==> src/rtl/camera_frame_writer.sv <==
// Drains a show-ahead camera FIFO into SDRAM, one full frame per camera frame-start.
// Ping-pongs between two frame buffers and reports the bank holding the newest complete frame.
module camera_frame_writer #(
  parameter int                    IMG_WIDTH  = 320,
  parameter int                    IMG_HEIGHT = 240,
  parameter int                    DATA_WIDTH = 16,
  parameter int                    ADDR_WIDTH = 24,
  parameter logic [ADDR_WIDTH-1:0] BANK0_BASE = 24'h000000,
  parameter logic [ADDR_WIDTH-1:0] BANK1_BASE = 24'h020000
) (
  input  logic                  clk_sdram,
  input  logic                  rst,
  input  logic                  sdram_ready,
  output logic                  enable_write_mode,
  output logic                  sdram_write_valid,
  input  logic                  sdram_write_ready,
  output logic [DATA_WIDTH-1:0] sdram_write_data,
  output logic [ADDR_WIDTH-1:0] sdram_write_addr,
  input  logic                  frame_start,
  input  logic                  fifo_empty,
  input  logic [DATA_WIDTH-1:0] fifo_read_data,
  output logic                  fifo_read_enable,
  output logic                  frame_written,
  output logic                  frame_dropped,
  output logic                  display_bank,
  output logic                  frame_valid
);

  localparam int IMG_SIZE = IMG_WIDTH * IMG_HEIGHT;
  localparam int CNT_W    = $clog2(IMG_SIZE + 1);
  localparam logic [CNT_W-1:0] LAST_COUNT = CNT_W'(IMG_SIZE - 1);

  typedef enum logic [2:0] {
    IDLE,
    WAIT_FRAME,
    START_WRITE,
    WRITING,
    FRAME_DONE
  } state_t;

  state_t           state;
  state_t           state_next;
  logic [CNT_W-1:0] count;
  logic             write_bank;
  logic             ready_seen;
  logic             fs_sync1;
  logic             fs_sync2;
  logic             fs_prev;
  logic             fs_edge;
  logic             accept;
  logic [ADDR_WIDTH-1:0] bank_base;

  assign fs_edge   = fs_sync2 & ~fs_prev;
  assign bank_base = write_bank ? BANK1_BASE : BANK0_BASE;

  // frame_start comes from the camera clock domain, so it is resynchronised before edge detection
  always_ff @(posedge clk_sdram) begin
    if (rst) begin
      fs_sync1   <= 1'b0;
      fs_sync2   <= 1'b0;
      fs_prev    <= 1'b0;
      ready_seen <= 1'b0;
    end else begin
      fs_sync1   <= frame_start;
      fs_sync2   <= fs_sync1;
      fs_prev    <= fs_sync2;
      ready_seen <= ready_seen | sdram_ready;
    end
  end

  always_ff @(posedge clk_sdram) begin
    if (rst) begin
      state        <= IDLE;
      count        <= '0;
      write_bank   <= 1'b0;
      display_bank <= 1'b0;
      frame_valid  <= 1'b0;
    end else begin
      state <= state_next;
      if (state == START_WRITE) begin
        count <= '0;
      end else if (accept) begin
        count <= count + CNT_W'(1);
      end
      if (state == FRAME_DONE) begin
        display_bank <= write_bank;
        write_bank   <= ~write_bank;
        frame_valid  <= 1'b1;
      end
    end
  end

  // Completion wins over a simultaneous frame_start edge; that edge is then consumed
  always_comb begin
    state_next        = state;
    accept            = 1'b0;
    enable_write_mode = 1'b0;
    sdram_write_valid = 1'b0;
    sdram_write_data  = '0;
    sdram_write_addr  = '0;
    fifo_read_enable  = 1'b0;
    frame_written     = 1'b0;
    frame_dropped     = 1'b0;
    case (state)
      IDLE: begin
        if (ready_seen) state_next = WAIT_FRAME;
      end
      WAIT_FRAME: begin
        fifo_read_enable = !fifo_empty;
        if (fs_edge) state_next = START_WRITE;
      end
      START_WRITE: begin
        enable_write_mode = 1'b1;
        state_next        = WRITING;
      end
      WRITING: begin
        enable_write_mode = 1'b1;
        sdram_write_valid = !fifo_empty;
        if (!fifo_empty) begin
          sdram_write_data = fifo_read_data;
          sdram_write_addr = bank_base + ADDR_WIDTH'(count);
        end
        accept           = !fifo_empty && sdram_write_ready;
        fifo_read_enable = accept;
        if (accept && (count == LAST_COUNT)) begin
          state_next = FRAME_DONE;
        end else if (fs_edge) begin
          state_next    = START_WRITE;
          frame_dropped = 1'b1;
        end
      end
      FRAME_DONE: begin
        frame_written = 1'b1;
        state_next    = WAIT_FRAME;
      end
      default: state_next = IDLE;
    endcase
  end

endmodule
==> config.mk <==
export PLATFORM = sky130hd
export DESIGN_NAME = camera_frame_writer
export DESIGN_NICKNAME = d
export VERILOG_FILES = /design/src/rtl/camera_frame_writer.sv
export SDC_FILE = /design/constraint.sdc
export NUM_CORES = 1
export LEC_CHECK = 0
export CORE_UTILIZATION = 46
export CTS_BUF_LIST = sky130_fd_sc_hd__clkbuf_8
export DETAILED_ROUTE_END_ITERATION = 8
export PLACE_DENSITY = 0.88
export SKIP_CTS_REPAIR_TIMING = 1
export SLEW_MARGIN = 10
export SYNTH_ARGS = -nofsm -noshare
export SYNTH_HDL_FRONTEND = slang
export SYNTH_SLANG_ARGS = --single-unit
==> constraint.sdc <==
create_clock -name clk_sdram -period 4.1 [get_ports clk_sdram]
set_input_delay 0.82 -clock clk_sdram [delete_from_list [all_inputs] [get_ports clk_sdram]]
set_output_delay 0.82 -clock clk_sdram [all_outputs]
set_load 0.01 [all_outputs]
==> flow_summary.toml <==
[global_routing]
antenna_found_initial = 0
grt_pass1_wl_um = 5678
grt_usage_pct = 20.31
grt_max_degree = 24
overflow = 0
grt_pass1_vias = 1364

[cells_and_area]
layout-drive-gt1-share_pct = 6.122
syn_to_final_growth_pct = 42.01
final_cells = 289
fin_nets = 269
antennaDiodeCount = 0
final_util_pct = 70.72
nFillCells = 248

[logic_synthesis]
syn_inst = 189
ys_ff_latch = 27
synth.distinct_cells = 40
synth_warnings = 0
syn_avg_cell_area_um2 = 8.242
synthArstFlopShare_pct = 0
syn_area_um2 = 1558
synth_edf_count = 0
synth_ff_type = "dfxtp_1"
yosysSeqAreaShare_pct = 34.70

[clock_tree]
root_buffer = "clkbuf_8"
h-tree-depth = 1
cts_buffers = 3
clkSinkCount = 27
tritoncts = "done"
clk_pin_slew_ns = 0.09
cts_buffer_depth = 2
clock_latency_ns = 0.28

[critical_path]
reg2reg_slack_ns = 2.07
reg2regPathDepth = 5
critPathMaxFanout = 23
worstPathArrival_ns = 2.70
worst_path_max_delay_cell = "clkdlybuf4s50_1"
crit_type = "in -> out"
rr_endpoint = "count[12]"
critPathLaunchType = "input port"
crit_top_cell = "clkdlybuf4s50_1"
path_cells = "clkdlybuf4s50_1 -> nand4bb_4 -> inv_1 -> buf_4 -> and2_1 -> clkdlybuf4s50_1"
worstPathRequired_ns = 3.28
crit_path_end_kind = "primary output"
max_stage_delay_ns = 0.56
crit-reg2reg-launch = "state[1]"

[floorplanning]
start_util_pct = 49.80
core_um2 = 3128
die_w_um = 60.19
die_h_um = 60.19
ios = 69
rows = 20
die_area_um2 = 3623

[pwr]
switching_share_pct = 23.92
p_int_mw = 0.3674
p_comb_share_pct = 11.2
p_per_area_nw_per_um2 = 218.3
clkPwrFrac_pct = 32.2
switchingPower_mw = 0.1155
leakagePower_nw = 0.7480
vdd_drop_max_uv = 121.5
seq_power_share_pct = 56.6

[outcome]
status = "complete, no violations"

[drt]
viasPerCell = 5.201
drt_iter0_drc = 53
drtAntennaViolNets = 0
drc = 0
wire_per_inst_um = 12.14
vias = 1503
routed_wl_um = 3508
dr.pass1.iters = 4

[timing]
maxSlewViolCount = 0
rsz0062_at_grt = "false"
relSlewSlack_pct = 61.34
hold_viol = 0
period_needed_ns = 3.523
tightest_slew_ns = 0.5786
fin_skew_ns = 0.007588
fmax_mhz = 283.8
setup_viol = 0
setup-tns-final_ns = 0
fin_crit_sh_pct = 85.93

[placement]
io_buffer_count = 62
placed_cells = 285
gp_congestion = 0.8053
dp_hpwl_um = 2591

[hold_path]
whs_path_depth = 1
hold_path_class = "reg -> reg"
whs_endpoint = "fs_sync2"
hp-start = "fs_sync1"

[run]
drv_cap = 0
## layout make-up
type,count,area (um^2),share of cell area [%]
Inverter,5,18.77,0.8484
Timing Repair Buffer,64,635.6,28.73
Sequential cell,27,540.5,24.43
Clock buffer,3,41.29,1.867
Tap cell,44,55.05,2.489
Clock inverter,1,5.005,0.2262
Multi-Input combinational cell,145,915.9,41.40
## synth_stat cells (5+ instances only)
cell type  instances  area [um^2]
a21oi_1           11        55.05
and2_1            30        187.7
buf_4              6        45.04
clkbuf_1           9        33.78
dfxtp_1           27        540.5
inv_1              5        18.77
nand2_1           10        37.54
nand3_1            6        30.03
nor2_1            18        67.56
nor2b_1            6        37.54
or4_1              5        37.54
xnor2_1            7        61.31
## metal layers
| metal | wire length, um | up-vias | GRT usage, % | share of wire [%] |
|---|---|---|---|---|
| met5 | 0 | - | 0 | 0 |
| li1 | - | 752 | - | - |
| met4 | 48 | 0 | 8.306 | 1.4 |
| met2 | 1663 | 59 | 35.48 | 47 |
| met3 | 207 | 5 | 4.113 | 5.9 |
| met1 | 1589 | 687 | 23.88 | 45 |
## worst max-delay path by stage
stage / startpoint / endpoint
after floorplan: fifo_empty / sdram_write_data[10]
after global placement: fifo_empty / sdram_write_addr[1]
after detailed placement: fifo_empty / sdram_write_addr[1]
after CTS: fifo_empty / sdram_write_addr[1]
after global routing: fifo_empty / sdram_write_addr[1]
final: fifo_empty / sdram_write_addr[1]
## critical path: cells and delay by family
family        cells  cell delay (ns)
buf+inv           4             1.47
simple gates      2             0.41
## flip-flops by register name (all words and copies together), names as in the netlist
register / count
display_bank: 1
frame_valid: 1
fs_sync1: 1
write_bank: 1
state: 3
count: 17
ready_seen: 1
fs_sync2: 1
fs_prev: 1
## power by group through the flow
| stage | Clock, mW | Sequential, mW | Combinational, mW |
|---|---|---|---|
| after floorplan | 0 | 0.274 | 0.0352 |
| after global placement | 0 | 0.279 | 0.0539 |
| after detailed placement | 0 | 0.279 | 0.0545 |
| after CTS | 0.156 | 0.273 | 0.0546 |
| after global routing | 0.166 | 0.275 | 0.0588 |
| final | 0.155 | 0.273 | 0.0543 |
## cell families after synthesis
family / Yosys count / synth area share, %
AO/OA/AOI/OAI: 24 / 9.318
XOR/XNOR: 8 / 4.498
adder cells (fa/ha/maj): 1 / 0.8031
buffers and inverters: 22 / 7.711
flip-flops: 27 / 34.70
multiplexers: 1 / 0.6426
other: 1 / 0.2407
AND/OR/NAND/NOR: 105 / 42.09
## stage by stage
step / worst slack (ns) / area (um^2) / hold slack (ns) / total power, mW
global placement: 0.6343 / 2166 / 0.4208 / 0.3334
CTS: 0.5636 / 2212 / 0.4621 / 0.4841
finish: 0.5770 / 2212 / 0.4607 / 0.4829
detailed placement: 0.5670 / 2166 / 0.4495 / 0.3338
floorplan: 1.535 / 1577 / 0.4138 / 0.3096
global route: 0.4379 / 2212 / 0.4721 / 0.4992
## cell usage in the layout (no fill, tap or decap), types with 2 or more instances in the layout
master,instances
a21oi_1,11
and2_1,30
buf_4,2
clkbuf_8,3
clkdlybuf4s50_1,62
conb_1,6
dfxtp_1,27
inv_1,5
nand2_1,10
nand3_1,6
nand3b_1,2
nand4_1,3
nor2_1,18
nor2b_1,6
nor3_1,4
nor4_1,4
nor4b_1,2
o21ai_0,4
o31ai_1,4
or3_1,4
or3_4,2
or4_1,5
xnor2_1,7
No activity file was read; power rests on OpenSTA's default activity.
